<file path="src/rtl/mac_rx_frame_parser_if.sv">
// rtl/mac_rx_frame_parser_if.sv - receive-side and frame-output signal bundle for mac_rx_frame_parser
//   master: drives rx_ce, mii_mode, rx_dv, rx_d, ts_in; observes out_* and st_*
//   slave : the parser; consumes rx_* / ts_in, drives out_valid/out_data and the st_* frame status
interface mac_rx_frame_parser_if #(
  parameter int TS_W = 32
) ();
  logic            rx_ce;
  logic            mii_mode;
  logic            rx_dv;
  logic [7:0]      rx_d;
  logic [TS_W-1:0] ts_in;

  logic            out_valid;
  logic [7:0]      out_data;

  logic            st_valid;
  logic [10:0]     st_len;
  logic            st_crc_ok;
  logic            st_short;
  logic            st_long;
  logic            st_align_err;
  logic [1:0]      st_class;
  logic [TS_W-1:0] st_ts;

  modport master (
    output rx_ce, mii_mode, rx_dv, rx_d, ts_in,
    input  out_valid, out_data, st_valid, st_len, st_crc_ok, st_short, st_long,
           st_align_err, st_class, st_ts
  );

  modport slave (
    input  rx_ce, mii_mode, rx_dv, rx_d, ts_in,
    output out_valid, out_data, st_valid, st_len, st_crc_ok, st_short, st_long,
           st_align_err, st_class, st_ts
  );
endinterface

</file>
<file path="src/rtl/mac_rx_frame_parser.sv">
// rtl/mac_rx_frame_parser.sv - MII/byte receive frame parser with CRC check, length/class status and SFD timestamp
//   clk, rst         : single clock, synchronous active-high reset
//   bus.rx_*         : sample strobe, MII/byte mode select, data valid and data
//   bus.ts_in        : free-running time counter, captured at SFD
//   bus.out_*        : one frame byte per pulse, DA first, FCS included
//   bus.st_*         : frame status, valid with the one-cycle st_valid pulse and held until the next
module mac_rx_frame_parser #(
  parameter int          MIN_LEN  = 64,
  parameter int          MAX_LEN  = 1518,
  parameter logic [15:0] TTE_TYPE = 16'h0892,
  parameter logic [15:0] PTP_TYPE = 16'h88F7,
  parameter int          TS_W     = 32
) (
  input logic                  clk,
  input logic                  rst,
  mac_rx_frame_parser_if.slave bus
);

  typedef enum logic [1:0] {S_DROP, S_IDLE, S_PRE, S_DATA} state_t;

  localparam logic [31:0] CRC_POLY    = 32'hEDB88320;
  localparam logic [31:0] CRC_RESIDUE = 32'hDEBB20E3;
  localparam logic [10:0] LEN_SAT     = 11'd2047;

  state_t          state_q, state_d;
  logic            mii_q, mii_d;
  logic            half_q, half_d;      // low nibble of an MII byte is held in nib_q
  logic [3:0]      nib_q, nib_d;
  logic [10:0]     len_q, len_d;
  logic [31:0]     crc_q, crc_d;
  logic [15:0]     etype_q, etype_d;
  logic [TS_W-1:0] ts_q, ts_d;
  logic            out_valid_q, out_valid_d;
  logic [7:0]      out_data_q, out_data_d;
  logic            st_valid_q, st_valid_d;
  logic [10:0]     st_len_q, st_len_d;
  logic            st_crc_ok_q, st_crc_ok_d;
  logic            st_short_q, st_short_d;
  logic            st_long_q, st_long_d;
  logic            st_align_q, st_align_d;
  logic [1:0]      st_class_q, st_class_d;
  logic [TS_W-1:0] st_ts_q, st_ts_d;

  logic       sym_pre, sym_sfd;
  logic [7:0] asm_byte;

  function automatic logic [31:0] crc_upd(input logic [31:0] c, input logic [7:0] b);
    logic [31:0] r;
    r = c ^ {24'h0, b};
    for (int i = 0; i < 8; i++) begin
      r = r[0] ? ((r >> 1) ^ CRC_POLY) : (r >> 1);
    end
    return r;
  endfunction

  // Preamble/SFD symbols are single nibbles in MII mode, whole bytes otherwise.
  assign sym_pre  = mii_q ? (bus.rx_d[3:0] == 4'h5) : (bus.rx_d == 8'h55);
  assign sym_sfd  = mii_q ? (bus.rx_d[3:0] == 4'hD) : (bus.rx_d == 8'hD5);
  assign asm_byte = mii_q ? {bus.rx_d[3:0], nib_q} : bus.rx_d;

  always_comb begin
    state_d      = state_q;
    mii_d        = mii_q;
    half_d       = half_q;
    nib_d        = nib_q;
    len_d        = len_q;
    crc_d        = crc_q;
    etype_d      = etype_q;
    ts_d         = ts_q;
    out_valid_d  = 1'b0;
    out_data_d   = out_data_q;
    st_valid_d   = 1'b0;
    st_len_d     = st_len_q;
    st_crc_ok_d  = st_crc_ok_q;
    st_short_d   = st_short_q;
    st_long_d    = st_long_q;
    st_align_d   = st_align_q;
    st_class_d   = st_class_q;
    st_ts_d      = st_ts_q;

    if (bus.rx_ce) begin
      case (state_q)
        S_DROP: if (!bus.rx_dv) state_d = S_IDLE;
        S_IDLE: begin
          mii_d = bus.mii_mode;
          if (bus.rx_dv) state_d = S_PRE;
        end
        S_PRE: begin
          if (!bus.rx_dv) begin
            state_d = S_IDLE;
          end else if (sym_sfd) begin
            state_d = S_DATA;
            crc_d   = 32'hFFFF_FFFF;
            len_d   = '0;
            half_d  = 1'b0;
            etype_d = '0;
            ts_d    = bus.ts_in;
          end else if (!sym_pre) begin
            state_d = S_DROP;
          end
        end
        S_DATA: begin
          if (!bus.rx_dv) begin
            state_d     = S_IDLE;
            st_valid_d  = 1'b1;
            st_len_d    = len_q;
            st_crc_ok_d = (crc_q == CRC_RESIDUE);
            st_short_d  = (32'(len_q) < MIN_LEN);
            st_long_d   = (32'(len_q) > MAX_LEN);
            st_align_d  = mii_q & half_q;
            st_ts_d     = ts_q;
            if (len_q < 11'd14)           st_class_d = 2'd0;
            else if (etype_q == TTE_TYPE) st_class_d = 2'd1;
            else if (etype_q == PTP_TYPE) st_class_d = 2'd2;
            else                          st_class_d = 2'd0;
          end else if (mii_q && !half_q) begin
            nib_d  = bus.rx_d[3:0];
            half_d = 1'b1;
          end else begin
            half_d = 1'b0;
            crc_d  = crc_upd(crc_q, asm_byte);
            if (len_q != LEN_SAT) len_d = len_q + 11'd1;
            // len_q is the index of this byte; oversize tails are counted but not forwarded
            if (32'(len_q) < MAX_LEN) begin
              out_valid_d = 1'b1;
              out_data_d  = asm_byte;
            end
            if (len_q == 11'd12) etype_d[15:8] = asm_byte;
            if (len_q == 11'd13) etype_d[7:0]  = asm_byte;
          end
        end
        default: state_d = S_DROP;
      endcase
    end
  end

  always_ff @(posedge clk) begin
    if (rst) begin
      state_q     <= S_DROP;
      mii_q       <= 1'b0;
      half_q      <= 1'b0;
      nib_q       <= '0;
      len_q       <= '0;
      crc_q       <= '0;
      etype_q     <= '0;
      ts_q        <= '0;
      out_valid_q <= 1'b0;
      out_data_q  <= '0;
      st_valid_q  <= 1'b0;
      st_len_q    <= '0;
      st_crc_ok_q <= 1'b0;
      st_short_q  <= 1'b0;
      st_long_q   <= 1'b0;
      st_align_q  <= 1'b0;
      st_class_q  <= '0;
      st_ts_q     <= '0;
    end else begin
      state_q     <= state_d;
      mii_q       <= mii_d;
      half_q      <= half_d;
      nib_q       <= nib_d;
      len_q       <= len_d;
      crc_q       <= crc_d;
      etype_q     <= etype_d;
      ts_q        <= ts_d;
      out_valid_q <= out_valid_d;
      out_data_q  <= out_data_d;
      st_valid_q  <= st_valid_d;
      st_len_q    <= st_len_d;
      st_crc_ok_q <= st_crc_ok_d;
      st_short_q  <= st_short_d;
      st_long_q   <= st_long_d;
      st_align_q  <= st_align_d;
      st_class_q  <= st_class_d;
      st_ts_q     <= st_ts_d;
    end
  end

  assign bus.out_valid    = out_valid_q;
  assign bus.out_data     = out_data_q;
  assign bus.st_valid     = st_valid_q;
  assign bus.st_len       = st_len_q;
  assign bus.st_crc_ok    = st_crc_ok_q;
  assign bus.st_short     = st_short_q;
  assign bus.st_long      = st_long_q;
  assign bus.st_align_err = st_align_q;
  assign bus.st_class     = st_class_q;
  assign bus.st_ts        = st_ts_q;

endmodule

</file>
<file path="src/flat_wrapper.sv">
// flat-port wrapper written by rule: the top's interface ports become plain ports
module mac_rx_frame_parser_flat 
#(
  parameter int          MIN_LEN  = 64,
  parameter int          MAX_LEN  = 1518,
  parameter logic [15:0] TTE_TYPE = 16'h0892,
  parameter logic [15:0] PTP_TYPE = 16'h88F7,
  parameter int          TS_W     = 32
)
  (clk, rst, bus_rx_ce, bus_mii_mode, bus_rx_dv, bus_rx_d, bus_ts_in, bus_out_valid, bus_out_data, bus_st_valid, bus_st_len, bus_st_crc_ok, bus_st_short, bus_st_long, bus_st_align_err, bus_st_class, bus_st_ts);
  mac_rx_frame_parser_if #(.TS_W(TS_W)) bus_i ();
  input logic clk;
  input logic rst;
  input wire logic [$bits(bus_i.rx_ce)-1:0] bus_rx_ce;
  input wire logic [$bits(bus_i.mii_mode)-1:0] bus_mii_mode;
  input wire logic [$bits(bus_i.rx_dv)-1:0] bus_rx_dv;
  input wire logic [$bits(bus_i.rx_d)-1:0] bus_rx_d;
  input wire logic [$bits(bus_i.ts_in)-1:0] bus_ts_in;
  output wire logic [$bits(bus_i.out_valid)-1:0] bus_out_valid;
  output wire logic [$bits(bus_i.out_data)-1:0] bus_out_data;
  output wire logic [$bits(bus_i.st_valid)-1:0] bus_st_valid;
  output wire logic [$bits(bus_i.st_len)-1:0] bus_st_len;
  output wire logic [$bits(bus_i.st_crc_ok)-1:0] bus_st_crc_ok;
  output wire logic [$bits(bus_i.st_short)-1:0] bus_st_short;
  output wire logic [$bits(bus_i.st_long)-1:0] bus_st_long;
  output wire logic [$bits(bus_i.st_align_err)-1:0] bus_st_align_err;
  output wire logic [$bits(bus_i.st_class)-1:0] bus_st_class;
  output wire logic [$bits(bus_i.st_ts)-1:0] bus_st_ts;
  assign bus_i.rx_ce = bus_rx_ce;
  assign bus_i.mii_mode = bus_mii_mode;
  assign bus_i.rx_dv = bus_rx_dv;
  assign bus_i.rx_d = bus_rx_d;
  assign bus_i.ts_in = bus_ts_in;
  assign bus_out_valid = bus_i.out_valid;
  assign bus_out_data = bus_i.out_data;
  assign bus_st_valid = bus_i.st_valid;
  assign bus_st_len = bus_i.st_len;
  assign bus_st_crc_ok = bus_i.st_crc_ok;
  assign bus_st_short = bus_i.st_short;
  assign bus_st_long = bus_i.st_long;
  assign bus_st_align_err = bus_i.st_align_err;
  assign bus_st_class = bus_i.st_class;
  assign bus_st_ts = bus_i.st_ts;
  mac_rx_frame_parser #(.MIN_LEN(MIN_LEN), .MAX_LEN(MAX_LEN), .TTE_TYPE(TTE_TYPE), .PTP_TYPE(PTP_TYPE), .TS_W(TS_W)) u_core (.clk(clk), .rst(rst), .bus(bus_i));
endmodule
</file>
<file path="config.mk">
export PLATFORM = sky130hd
export DESIGN_NAME = mac_rx_frame_parser_flat
export DESIGN_NICKNAME = d
export VERILOG_FILES = /design/src/rtl/mac_rx_frame_parser_if.sv /design/src/rtl/mac_rx_frame_parser.sv /design/src/flat_wrapper.sv
export SDC_FILE = /design/constraint.sdc
export NUM_CORES = 1
export LEC_CHECK = 0
export ABC_AREA = 1
export CAP_MARGIN = 0
export CELL_PAD_IN_SITES_DETAIL_PLACEMENT = 1
export CELL_PAD_IN_SITES_GLOBAL_PLACEMENT = 2
export CORE_MARGIN = 2
export CORE_UTILIZATION = 24
export CTS_CLUSTER_DIAMETER = 80
export DETAILED_ROUTE_END_ITERATION = 10
export GPL_TIMING_DRIVEN = 0
export PLACE_DENSITY = 0.65
export SKIP_CTS_REPAIR_TIMING = 1
export SLEW_MARGIN = 0
export SYNTH_ARGS = -nofsm -noshare
export SYNTH_HDL_FRONTEND = slang
export SYNTH_SLANG_ARGS = --single-unit
</file>
<file path="constraint.sdc">
create_clock -name clk -period 2.5 [get_ports clk]
set_input_delay 0.375 -clock clk [delete_from_list [all_inputs] [get_ports clk]]
set_output_delay 0.375 -clock clk [all_outputs]
set_load 0.005 [all_outputs]
</file>
; ---- Word level (Yosys, flattened, before mapping)
; Index checks and enable logic that the tools add are counted.
[totals]
mem_count = 0
ff_bits = 158
latch_bits = 0
inputBits = 45
word_cells = 124
out_inout_bits = 59
ram_bits = 0
romBits = 0
[classes]
eq_ne = 23
div = 0
muxes = 45
reduce_logical = 18
shifts = 0
magnitude_cmp = 4
add_sub_neg = 1
n_bitwise = 14
multipliers = 0
[op_table]
columns = cell, n
row1 = two-way mux 32 bit, 12
row2 = NOT 13 -> 14 bit, 8
row3 = two-way mux 16 bit, 4
row4 = case mux 32 bit (2 select lines), 1
row5 = two-way mux 11 bit, 5
row6 = equality test 32 bit (second input constant), 1
row7 = case mux 16 bit (2 select lines), 1
row8 = bitwise XOR 32 x 8 -> 32 bit, 1
row9 = two-way mux 8 bit, 3
row10 = equality test 11 x 4 -> 1 bit (second input constant), 2
row11 = case mux 11 bit (2 select lines), 1
row12 = AND reduction 7 bit, 3
row13 = equality test 16 x 12 -> 1 bit (second input constant), 1
row14 = equality test 16 bit (second input constant), 1
row15 = two-way mux 2 bit, 8
row16 = AND reduction 4 bit, 3
row17 = adder 11 x 1 -> 11 bit (second input constant), 1
row18 = > comparator 11 bit (second input constant), 1
row19 = < comparator 11 bit (second input constant), 1
row20 = < comparator 11 x 4 -> 1 bit (second input constant), 1
row21 = < comparator 11 x 7 -> 1 bit (second input constant), 1
row22 = inequality test 11 bit (second input constant), 1
row23 = inequality test 2 bit (second input constant), 5
row24 = AND reduction 5 bit, 2
row25 = other kinds (23), 37

; ---- Logic depth before layout (Yosys ltp)
; Gate-level depths: netlist of run 1.
[depth]
ltp_word = 21
mapped_depth = 16
ltp_nobuf = 15

; ---- Worst setup path after synthesis of run 1
; Ideal clock, no wire load.
[synth_timing]
path_type = flip-flop to flip-flop
startpoint = register u_core.state_q[0]
endpoint = register u_core.crc_q[12]
t_arrival_ns = 1.654
slack_ns = 0.729
t_required_ns = 2.383
stages_incl_launch_ff = 13
n_path_buf = 2
synth_period_minus_slack_ns = 1.771
path_cell_list = dfxtp_1 -> inv_1 -> ha_1 -> inv_1 -> nor2_1 -> nor2_1 -> nand2_1 -> nor2_1 -> nand3_2 -> buf_4 -> buf_2 -> nor3_1 -> nor2_1
[synth_via]
elab_chain_len = 3
[synth_lines]
columns = element, line
row1 = start: declaration, mac_rx_frame_parser.sv:25  ; state_t state_q, state_d;
row2 = start signal: assignment, mac_rx_frame_parser.sv:158  ; state_q <= state_d;
row3 = equality test 2 bit, mac_rx_frame_parser.sv:82  ; case (state_q)
row4 = "inequality test 2 bit (no line), or another cell as far along", n/a
row5 = AND reduction 6 bit (no line), n/a
row6 = end signal: assignment, mac_rx_frame_parser.sv:163  ; crc_q <= crc_d;
row7 = end: declaration, mac_rx_frame_parser.sv:30  ; logic [31:0] crc_q, crc_d;
; Parallel ways exist; a longest one is shown, timed or not.
; A chain may end at the register's enable or synchronous reset.

; ---- Worst setup path after layout of run 1
; Ends and elaborated chain as after synthesis.

==> results of run 1 <==
## state kept, by name (all words and copies together), names as in the netlist
register                 flops
u_core.bus.st_ts            32
u_core.state_q               2
u_core.bus.st_short          1
u_core.bus.st_align_err      1
u_core.mii_q                 1
u_core.len_q                11
u_core.bus.st_valid          1
u_core.bus.st_crc_ok         1
u_core.crc_q                32
u_core.bus.out_valid         1
u_core.half_q                1
u_core.etype_q              16
u_core.bus.st_class          2
u_core.bus.out_data          8
u_core.ts_q                 32
u_core.nib_q                 4
u_core.bus.st_len           11
u_core.bus.st_long           1
## worst max-delay path by stage
stage / depth (start not counted) / to / from / slack (ns)
floorplan: 12 / u_core.crc_q[12] / u_core.state_q[0] / 0.73
global placement: 14 / u_core.crc_q[23] / bus_rx_d[3] / -0.34
detailed placement: 14 / u_core.crc_q[23] / bus_rx_d[3] / -0.36
CTS: 6 / u_core.bus.out_data[6] / u_core.state_q[1] / 0.06
global route: 14 / u_core.crc_q[23] / u_core.state_q[0] / 0.002
finish: 12 / u_core.crc_q[12] / u_core.state_q[0] / 0.23
## cell families (layout without fill, tap and decap cells)
family                   count (synthesis)  after routing  synth area share
adder cells (fa/ha/maj)                  6              6          0.009823
buffers and inverters                  139            272           0.07678
flip-flops                             158            158            0.4139
XOR/XNOR                                38             38           0.04748
AO/OA/AOI/OAI                          215            215            0.1475
AND/OR/NAND/NOR                        531            531            0.3045
## Yosys cell counts (7+ instances only)
cell type	count	area share
sky130_fd_sc_hd__nand2_1	291	0.14
sky130_fd_sc_hd__dfxtp_1	158	0.41
sky130_fd_sc_hd__nor2_1	119	0.058
sky130_fd_sc_hd__a21oi_1	114	0.075
sky130_fd_sc_hd__inv_1	83	0.041
sky130_fd_sc_hd__o21ai_0	81	0.053
sky130_fd_sc_hd__nand3_1	49	0.032
sky130_fd_sc_hd__clkbuf_1	29	0.014
sky130_fd_sc_hd__xor2_1	28	0.032
sky130_fd_sc_hd__nand4_1	19	0.016
sky130_fd_sc_hd__buf_2	11	0.0072
sky130_fd_sc_hd__nand2_2	8	0.0065
sky130_fd_sc_hd__nand2_4	8	0.012
sky130_fd_sc_hd__nor3_1	8	0.0052
sky130_fd_sc_hd__nor4_1	7	0.0057
## worst register-to-register path: cells and delay by family, from the launching register on
family	cells	cell delay [ns]
fa+ha+maj	1	0.28
buf+inv	4	0.66
flops	1	0.36
simple gates	7	0.87
## final cells by class
cell class	instances	area [um^2]
Clock buffer	18	439.2
Fill cell	3829	21710
Timing Repair Buffer	102	1021
Tap cell	402	503.0
Multi-Input combinational cell	790	3908
Clock inverter	13	132.6
Inverter	90	337.8
Buffer	49	257.7
Sequential cell	158	3163
## stage by stage
step / setup WS (ns) / util
floorplan: 0.7288 / -
global placement: -0.3398 / 0.2912
detailed placement: -0.3630 / 0.2912
CTS: 0.06318 / 0.3094
global route: 0.001960 / 0.3102
finish: 0.2306 / 0.3102
## power breakdown
| part | leakage [nW] | switching (mW) | internal [mW] |
|---|---|---|---|
| clock | 0.279 | 1.24 | 1.42 |
| combinational | 2.24 | 0.845 | 0.418 |
| sequential | 1.28 | 0.0529 | 2.58 |
| total | 3.80 | 2.14 | 4.41 |
## routing by layer
layer,part of all wire,wire length (um)
met5,0.00045,13
met4,0.0098,286
met3,0.039,1129
met2,0.45,13210
met1,0.50,14400
==> flow_summary.html, run 1 <==
<table>
<tr><th>Metric</th><th>Value</th></tr>
<tr><th colspan="2">Detailed routing</th></tr>
<tr><td>Pre-Repair DR Iteration Count</td><td>4</td></tr>
<tr><td>Detailed-route vias per instance</td><td>4.593</td></tr>
<tr><td>Routed length per instance</td><td>17.91 um</td></tr>
<tr><td>Total via count after detailed routing</td><td>7450</td></tr>
<tr><td>Sum of routed wire length over all layers</td><td>29.04 mm</td></tr>
<tr><td>Starting DRT DRC Count</td><td>422</td></tr>
<tr><td>ANT nets after route</td><td>0</td></tr>
<tr><td>Drt drc</td><td>0</td></tr>
<tr><th colspan="2">Die</th></tr>
<tr><td>Cell Rows</td><td>65</td></tr>
<tr><td>I/O pin count</td><td>104</td></tr>
<tr><td>Core Region</td><td>31470 um^2</td></tr>
<tr><td>Y dimension of the die</td><td>182.4 um</td></tr>
<tr><td>Initial core utilization</td><td>0.2428</td></tr>
<tr><td>Area of the die</td><td>33290 um^2</td></tr>
<tr><td>Horizontal die dimension</td><td>182.4 um</td></tr>
<tr><th colspan="2">Finish</th></tr>
<tr><td>Final net count</td><td>1259</td></tr>
<tr><td>Leading cell type in the layout, fill and taps excluded</td><td>sky130_fd_sc_hd__nand2_1</td></tr>
<tr><td>Final design area excluding fillers</td><td>9762 um^2</td></tr>
<tr><td>Share of cells above drive strength 1</td><td>0.08770</td></tr>
<tr><td>Layout area overhead</td><td>27.73%</td></tr>
<tr><td>Final non-filler cell total</td><td>1622</td></tr>
<tr><td>Most frequent cells in the layout</td><td>sky130_fd_sc_hd__nand2_1, sky130_fd_sc_hd__dfxtp_1, sky130_fd_sc_hd__nor2_1</td></tr>
<tr><td>Diode insertion count for antenna repair</td><td>0</td></tr>
<tr><th colspan="2">Global routing</th></tr>
<tr><td>Pin count of the biggest net entering global routing</td><td>17</td></tr>
<tr><td>Met2 usage</td><td>0.2904</td></tr>
<tr><td>Total routing usage reported by global routing</td><td>0.1812</td></tr>
<tr><td>First-pass GRT wire length</td><td>45.80 mm</td></tr>
<tr><td>Most Crowded Layer GR</td><td>met2</td></tr>
<tr><td>Antenna violations before repair</td><td>1</td></tr>
<tr><td>Number of global-route vias before repair</td><td>7798</td></tr>
<tr><td>Global routing met1 resource utilization</td><td>0.2458</td></tr>
<tr><td>Grt total ovfl</td><td>0</td></tr>
<tr><td>M3 GR Usage</td><td>0.04191</td></tr>
<tr><th colspan="2">Synth</th></tr>
<tr><td>Number of distinct library cell variants in the gate-level netlist after synthesis</td><td>43</td></tr>
<tr><td>Number of enable-type register cells in the synthesized netlist</td><td>0</td></tr>
<tr><td>Number of nets produced by synthesis</td><td>1138</td></tr>
<tr><td>Predominant post-synthesis flop cell</td><td>sky130_fd_sc_hd__dfxtp_1</td></tr>
<tr><td>Flops &amp; latches, synth</td><td>158</td></tr>
<tr><td>Post-synthesis instance area</td><td>7642 um^2</td></tr>
<tr><td>Number of instances in the synthesized netlist</td><td>1087</td></tr>
<tr><td>Share of flip-flops with an asynchronous set or reset</td><td>0</td></tr>
<tr><td>Number of synthesis warnings</td><td>0</td></tr>
<tr><td>Synthesized area per cell</td><td>7.031 um^2</td></tr>
<tr><td>Sequential element share of the synthesized area</td><td>0.4139</td></tr>
<tr><th colspan="2">Setup path</th></tr>
<tr><td>Critical path arrival</td><td>2.60 ns</td></tr>
<tr><td>Worst R2R Path Depth</td><td>12</td></tr>
<tr><td>CP max stage cell</td><td>sky130_fd_sc_hd__dfxtp_1</td></tr>
<tr><td>CP Max Fanout</td><td>10</td></tr>
<tr><td>Critical Path Most Common Cell</td><td>sky130_fd_sc_hd__nor2_1</td></tr>
<tr><td>Setup slack of the most critical reg-to-reg path</td><td>0.23 ns</td></tr>
<tr><td>Crit-path cells</td><td>inv_1 &gt; ha_1 &gt; inv_1 &gt; nor2_1 &gt; nor2_1 &gt; nand2_1 &gt; nor2_1 &gt; nand3_2 &gt; buf_4 &gt; buf_2 &gt; nor3_2 &gt; nor2_1</td></tr>
<tr><td>Capture point of the worst reg-to-reg path</td><td>u_core.crc_q[12]</td></tr>
<tr><td>Critical path class</td><td>reg2reg</td></tr>
<tr><td>Dominant delay contributor by cell family on the critical path</td><td>simple AND/OR/NAND/NOR gates</td></tr>
<tr><td>Total buffers and inverters traversed by the critical path</td><td>4</td></tr>
<tr><td>Data required time of the worst path</td><td>2.83 ns</td></tr>
<tr><td>Worst setup SP type</td><td>register</td></tr>
<tr><td>Worst R2R Start</td><td>u_core.state_q[0]</td></tr>
<tr><td>Crit end category</td><td>register</td></tr>
<tr><td>Largest incremental delay on the critical path</td><td>0.36 ns</td></tr>
<tr><th colspan="2">Worst hold path</th></tr>
<tr><td>Startpoint of the worst hold path</td><td>rst</td></tr>
<tr><td>WHS Endpoint</td><td>u_core.bus.st_valid</td></tr>
<tr><td>Hold-critical path depth</td><td>2</td></tr>
<tr><td>Class of the tightest hold or removal check</td><td>in2reg</td></tr>
<tr><th colspan="2">Placement</th></tr>
<tr><td>Post-placement cell count</td><td>1591</td></tr>
<tr><td>Port Buffers</td><td>102</td></tr>
<tr><td>Detail Placement HPWL</td><td>21.78 mm</td></tr>
<tr><td>DP Area</td><td>9166 um^2</td></tr>
<tr><td>RD Place Congestion</td><td>0.7647</td></tr>
<tr><th colspan="2">STA</th></tr>
<tr><td>Worst hold slack across all endpoints</td><td>0.4461 ns</td></tr>
<tr><td>Final count of negative-setup-slack endpoints</td><td>0</td></tr>
<tr><td>Fmax</td><td>440.7 MHz</td></tr>
<tr><td>Unrepaired setup endpoints after global routing</td><td>no</td></tr>
<tr><td>Final Max Slew Viols</td><td>0</td></tr>
<tr><td>Clock skew</td><td>0.01159 ns</td></tr>
<tr><td>Fin crit share</td><td>0.9077</td></tr>
<tr><td>Relative slew slack</td><td>0.2711</td></tr>
<tr><td>Shortest period the worst path allows</td><td>2.269 ns</td></tr>
<tr><td>Post-route setup TNS</td><td>0 ns</td></tr>
<tr><td>Final Hold Fails</td><td>0</td></tr>
<tr><td>Tightest Pin Transition</td><td>1.084 ns</td></tr>
<tr><th colspan="2">Power</th></tr>
<tr><td>Total Power Consumption</td><td>6.553 mW</td></tr>
<tr><td>Pwr Density</td><td>671.2 nW/um^2</td></tr>
<tr><td>Max rail drop VDD</td><td>0.4995 mV</td></tr>
<tr><td>Cell leakage power</td><td>3.796 nW</td></tr>
<tr><th colspan="2">CTS</th></tr>
<tr><td>Inserted Clock Buffers</td><td>17</td></tr>
<tr><td>Clock tree from TritonCTS</td><td>done</td></tr>
<tr><td>Sink Count</td><td>158</td></tr>
<tr><td>H-tree level count</td><td>4</td></tr>
<tr><td>Clock Tree Buf Depth</td><td>2</td></tr>
<tr><td>Clock-pin slew of the registers on the worst-case setup and hold paths</td><td>0.07 ns</td></tr>
<tr><td>Source-to-sink clock delay at the later pin of the worst-skew pair</td><td>0.45 ns</td></tr>
<tr><td>Clock root cell</td><td>sky130_fd_sc_hd__clkbuf_16</td></tr>
<tr><th colspan="2">Run</th></tr>
<tr><td>Number of maximum-capacitance violations</td><td>0</td></tr>
<tr><th colspan="2">Status</th></tr>
<tr><td>Result of the run</td><td>complete, no violations</td></tr>
</table>
Note: power is estimated with default switching activity, not from simulation.
==> inputs of run 2 (changes only) <==
RECOVER_POWER = 25   (was unset)
==> run 2 against run 1 <==
Sequential cell count unchanged. Clock skew grew 0.00073 ns. Combinational power about the same. Via count increased by 0.21%. Register-to-register slack about the same. Maximum frequency is 2.2% lower. Hold slack improved by 0.0028 ns. Critical path type is now in2reg.
==> flow_summary.html, run 2 (same netlist as run 1, synthesis figures left out) <==
<table>
<tr><th>Metric</th><th>Value</th></tr>
<tr><th colspan="2">Status</th></tr>
<tr><td>Result of the run</td><td>complete, no violations</td></tr>
<tr><th colspan="2">Detailed routing</th></tr>
<tr><td>Sum of routed wire length over all layers</td><td>29.07 mm (about the same)</td></tr>
<tr><td>Routed length per instance</td><td>17.92 um (about the same)</td></tr>
<tr><td>Drt drc</td><td>0 (unchanged)</td></tr>
<tr><td>ANT nets after route</td><td>0 (unchanged)</td></tr>
<tr><td>Pre-Repair DR Iteration Count</td><td>4 (unchanged)</td></tr>
<tr><td>Starting DRT DRC Count</td><td>430 (+1.9%)</td></tr>
<tr><td>Total via count after detailed routing</td><td>7466 (+0.21%)</td></tr>
<tr><td>Detailed-route vias per instance</td><td>4.603 (+0.21%)</td></tr>
<tr><th colspan="2">Die</th></tr>
<tr><td>Core Region</td><td>31470 um^2 (unchanged)</td></tr>
<tr><td>Area of the die</td><td>33290 um^2 (unchanged)</td></tr>
<tr><td>Y dimension of the die</td><td>182.4 um (unchanged)</td></tr>
<tr><td>Initial core utilization</td><td>0.2428 (unchanged)</td></tr>
<tr><td>Horizontal die dimension</td><td>182.4 um (unchanged)</td></tr>
<tr><td>Cell Rows</td><td>65 (unchanged)</td></tr>
<tr><td>I/O pin count</td><td>104 (unchanged)</td></tr>
<tr><th colspan="2">CTS</th></tr>
<tr><td>Clock-pin slew of the registers on the worst-case setup and hold paths</td><td>0.06 ns (about the same)</td></tr>
<tr><td>Clock root cell</td><td>sky130_fd_sc_hd__clkbuf_16</td></tr>
<tr><td>Sink Count</td><td>158 (unchanged)</td></tr>
<tr><td>H-tree level count</td><td>4 (unchanged)</td></tr>
<tr><td>Source-to-sink clock delay at the later pin of the worst-skew pair</td><td>0.45 ns (about the same)</td></tr>
<tr><td>Clock Tree Buf Depth</td><td>2 (unchanged)</td></tr>
<tr><td>Clock tree from TritonCTS</td><td>done</td></tr>
<tr><td>Inserted Clock Buffers</td><td>17 (unchanged)</td></tr>
<tr><th colspan="2">STA</th></tr>
<tr><td>Relative slew slack</td><td>0.2683 (-0.002849)</td></tr>
<tr><td>Shortest period the worst path allows</td><td>2.319 ns (+0.04998 ns)</td></tr>
<tr><td>Unrepaired setup endpoints after global routing</td><td>no</td></tr>
<tr><td>Clock skew</td><td>0.01232 ns (+0.0007278 ns)</td></tr>
<tr><td>Final Max Slew Viols</td><td>0 (unchanged)</td></tr>
<tr><td>Final count of negative-setup-slack endpoints</td><td>0 (unchanged)</td></tr>
<tr><td>Post-route setup slack</td><td>0.1807 ns (-0.04998 ns)</td></tr>
<tr><td>Fmax</td><td>431.2 MHz (-2.2%)</td></tr>
<tr><td>Fin crit share</td><td>0.9277 (+0.01999)</td></tr>
<tr><td>Final Hold Fails</td><td>0 (unchanged)</td></tr>
<tr><td>Tightest Pin Transition</td><td>1.089 ns (+0.004239 ns)</td></tr>
<tr><th colspan="2">Placement</th></tr>
<tr><td>Port Buffers</td><td>102 (unchanged)</td></tr>
<tr><td>Detail Placement HPWL</td><td>21.78 mm (unchanged)</td></tr>
<tr><td>Post-placement cell count</td><td>1591 (unchanged)</td></tr>
<tr><td>RD Place Congestion</td><td>0.7647 (unchanged)</td></tr>
<tr><td>Setup slack after placement</td><td>-0.3630 ns (unchanged)</td></tr>
<tr><th colspan="2">Power</th></tr>
<tr><td>Internal Power</td><td>4.410 mW (about the same)</td></tr>
<tr><td>Logic pwr share</td><td>0.193 (about the same)</td></tr>
<tr><td>Pwr Density</td><td>671.0 nW/um^2 (about the same)</td></tr>
<tr><td>Portion of total power attributed to the clock network</td><td>0.405 (about the same)</td></tr>
<tr><td>Power share of the sequential group</td><td>0.402 (about the same)</td></tr>
<tr><td>Cell leakage power</td><td>3.968 nW (+4.5%)</td></tr>
<tr><td>Switching power share of the total</td><td>0.3266 (about the same)</td></tr>
<tr><td>Max rail drop VDD</td><td>0.4961 mV (-0.68%)</td></tr>
<tr><td>Net switching power</td><td>2.139 mW (about the same)</td></tr>
<tr><th colspan="2">Finish</th></tr>
<tr><td>Layout area overhead</td><td>27.72% (about the same)</td></tr>
<tr><td>Final net count</td><td>1259 (unchanged)</td></tr>
<tr><td>Share of cells above drive strength 1</td><td>0.08689 (-0.0008197)</td></tr>
<tr><td>Most frequent cells in the layout</td><td>sky130_fd_sc_hd__nand2_1, sky130_fd_sc_hd__dfxtp_1, sky130_fd_sc_hd__nor2_1</td></tr>
<tr><td>Final non-filler cell total</td><td>1622 (unchanged)</td></tr>
<tr><td>Diode insertion count for antenna repair</td><td>0 (unchanged)</td></tr>
<tr><td>Leading cell type in the layout, fill and taps excluded</td><td>sky130_fd_sc_hd__nand2_1</td></tr>
<tr><th colspan="2">Setup path</th></tr>
<tr><td>Critical path arrival</td><td>2.61 ns (about the same)</td></tr>
<tr><td>CP Max Fanout</td><td>10 (unchanged)</td></tr>
<tr><td>Total buffers and inverters traversed by the critical path</td><td>4 (unchanged)</td></tr>
<tr><td>Largest incremental delay on the critical path</td><td>0.59 ns (+0.23 ns)</td></tr>
<tr><td>Worst setup SP type</td><td>primary input</td></tr>
<tr><td>CP max stage cell</td><td>sky130_fd_sc_hd__clkdlybuf4s50_1</td></tr>
<tr><td>Data required time of the worst path</td><td>2.79 ns (-0.04 ns)</td></tr>
<tr><td>Critical path class</td><td>in2reg</td></tr>
<tr><td>Worst setup path startpoint</td><td>bus_rx_dv</td></tr>
<tr><td>Crit-path cells</td><td>clkdlybuf4s50_1 &gt; nand2_1 &gt; inv_1 &gt; clkbuf_1 &gt; nand4_1 &gt; buf_2 &gt; nor2_1 &gt; a211oi_1</td></tr>
<tr><td>Worst R2R Start</td><td>u_core.state_q[0]</td></tr>
<tr><td>Dominant delay contributor by cell family on the critical path</td><td>buffers and inverters</td></tr>
<tr><td>Crit end category</td><td>register</td></tr>
<tr><th colspan="2">Run</th></tr>
<tr><td>Number of maximum-capacitance violations</td><td>0 (unchanged)</td></tr>
<tr><th colspan="2">Global routing</th></tr>
<tr><td>Number of global-route vias before repair</td><td>7798 (unchanged)</td></tr>
<tr><td>First-pass GRT wire length</td><td>45.80 mm (unchanged)</td></tr>
<tr><td>Total routing usage reported by global routing</td><td>0.1812 (unchanged)</td></tr>
<tr><td>Antenna violations before repair</td><td>1 (unchanged)</td></tr>
<tr><td>Grt total ovfl</td><td>0 (unchanged)</td></tr>
<tr><td>Pin count of the biggest net entering global routing</td><td>17 (unchanged)</td></tr>
<tr><th colspan="2">Worst hold path</th></tr>
<tr><td>Class of the tightest hold or removal check</td><td>reg2reg</td></tr>
<tr><td>Startpoint of the worst hold path</td><td>u_core.bus.out_data[3]</td></tr>
</table>
==> run 2: cell count changes in the layout (fill, tap and decap cells not counted) <==
cell	change
sky130_fd_sc_hd__clkdlybuf4s50_1	-49
sky130_fd_sc_hd__dlygate4sd3_1	+49
sky130_fd_sc_hd__buf_2	-1
sky130_fd_sc_hd__clkbuf_1	+1
==> run 2: tightest hold or removal path, cell delays in order (launching register included) <==
cell	delay [ns]
sky130_fd_sc_hd__dfxtp_1	0.31
sky130_fd_sc_hd__inv_1	0.05
sky130_fd_sc_hd__a21oi_1	0.05
==> run 2: worst paths after layout <==
check / end / slack (ns) / cells after the start
hold reg to reg: u_core.bus.out_data[3] / 0.45 / 2
setup / recovery: u_core.bus.out_data[6] / 0.18 / 8
setup reg to reg: u_core.crc_q[12] / 0.22 / 12
hold / removal: u_core.bus.out_data[3] / 0.45 / 2
==> run 2: metrics by stage <==
stage	hold WS (ns)	setup TNS (ns)	total power, mW	util	area [um^2]
CTS	0.4146	0	6.636	0.3094	9738
global route	0.4686	0	6.902	0.3101	9761
global placement	0.4340	-15.90	3.937	0.2912	9166
floorplan	0.4363	0	3.518	-	7642
detailed placement	0.4454	-15.88	3.951	0.2912	9166
finish	0.4488	0	6.549	0.3101	9761
==> run 2: layout make-up <==
type	count	area, um^2
Tap cell	402	503.0
Clock inverter	13	132.6
Multi-Input combinational cell	790	3908
Fill cell	3830	21710
Clock buffer	18	439.2
Inverter	90	337.8
Buffer	49	256.5
Sequential cell	158	3163
Timing Repair Buffer	102	1021
==> run 2: routing by layer <==
layer	global-route usage	vias to the layer above	share of wire
li1	-	3744	-
met1	0.2458	3608	0.50
met2	0.2904	96	0.46
met3	0.04191	16	0.036
met4	0.04548	2	0.0087
met5	0	-	0.00045
==> run 2: power groups by stage <==
stage,sequential (mW),clock (mW),combinational [mW]
6_report,2.63,2.66,1.26
3_3_place_gp,2.69,0,1.25
5_1_grt,2.64,2.84,1.42
3_5_place_dp,2.69,0,1.26
4_1_cts,2.63,2.73,1.27
2_1_floorplan,2.67,0,0.846
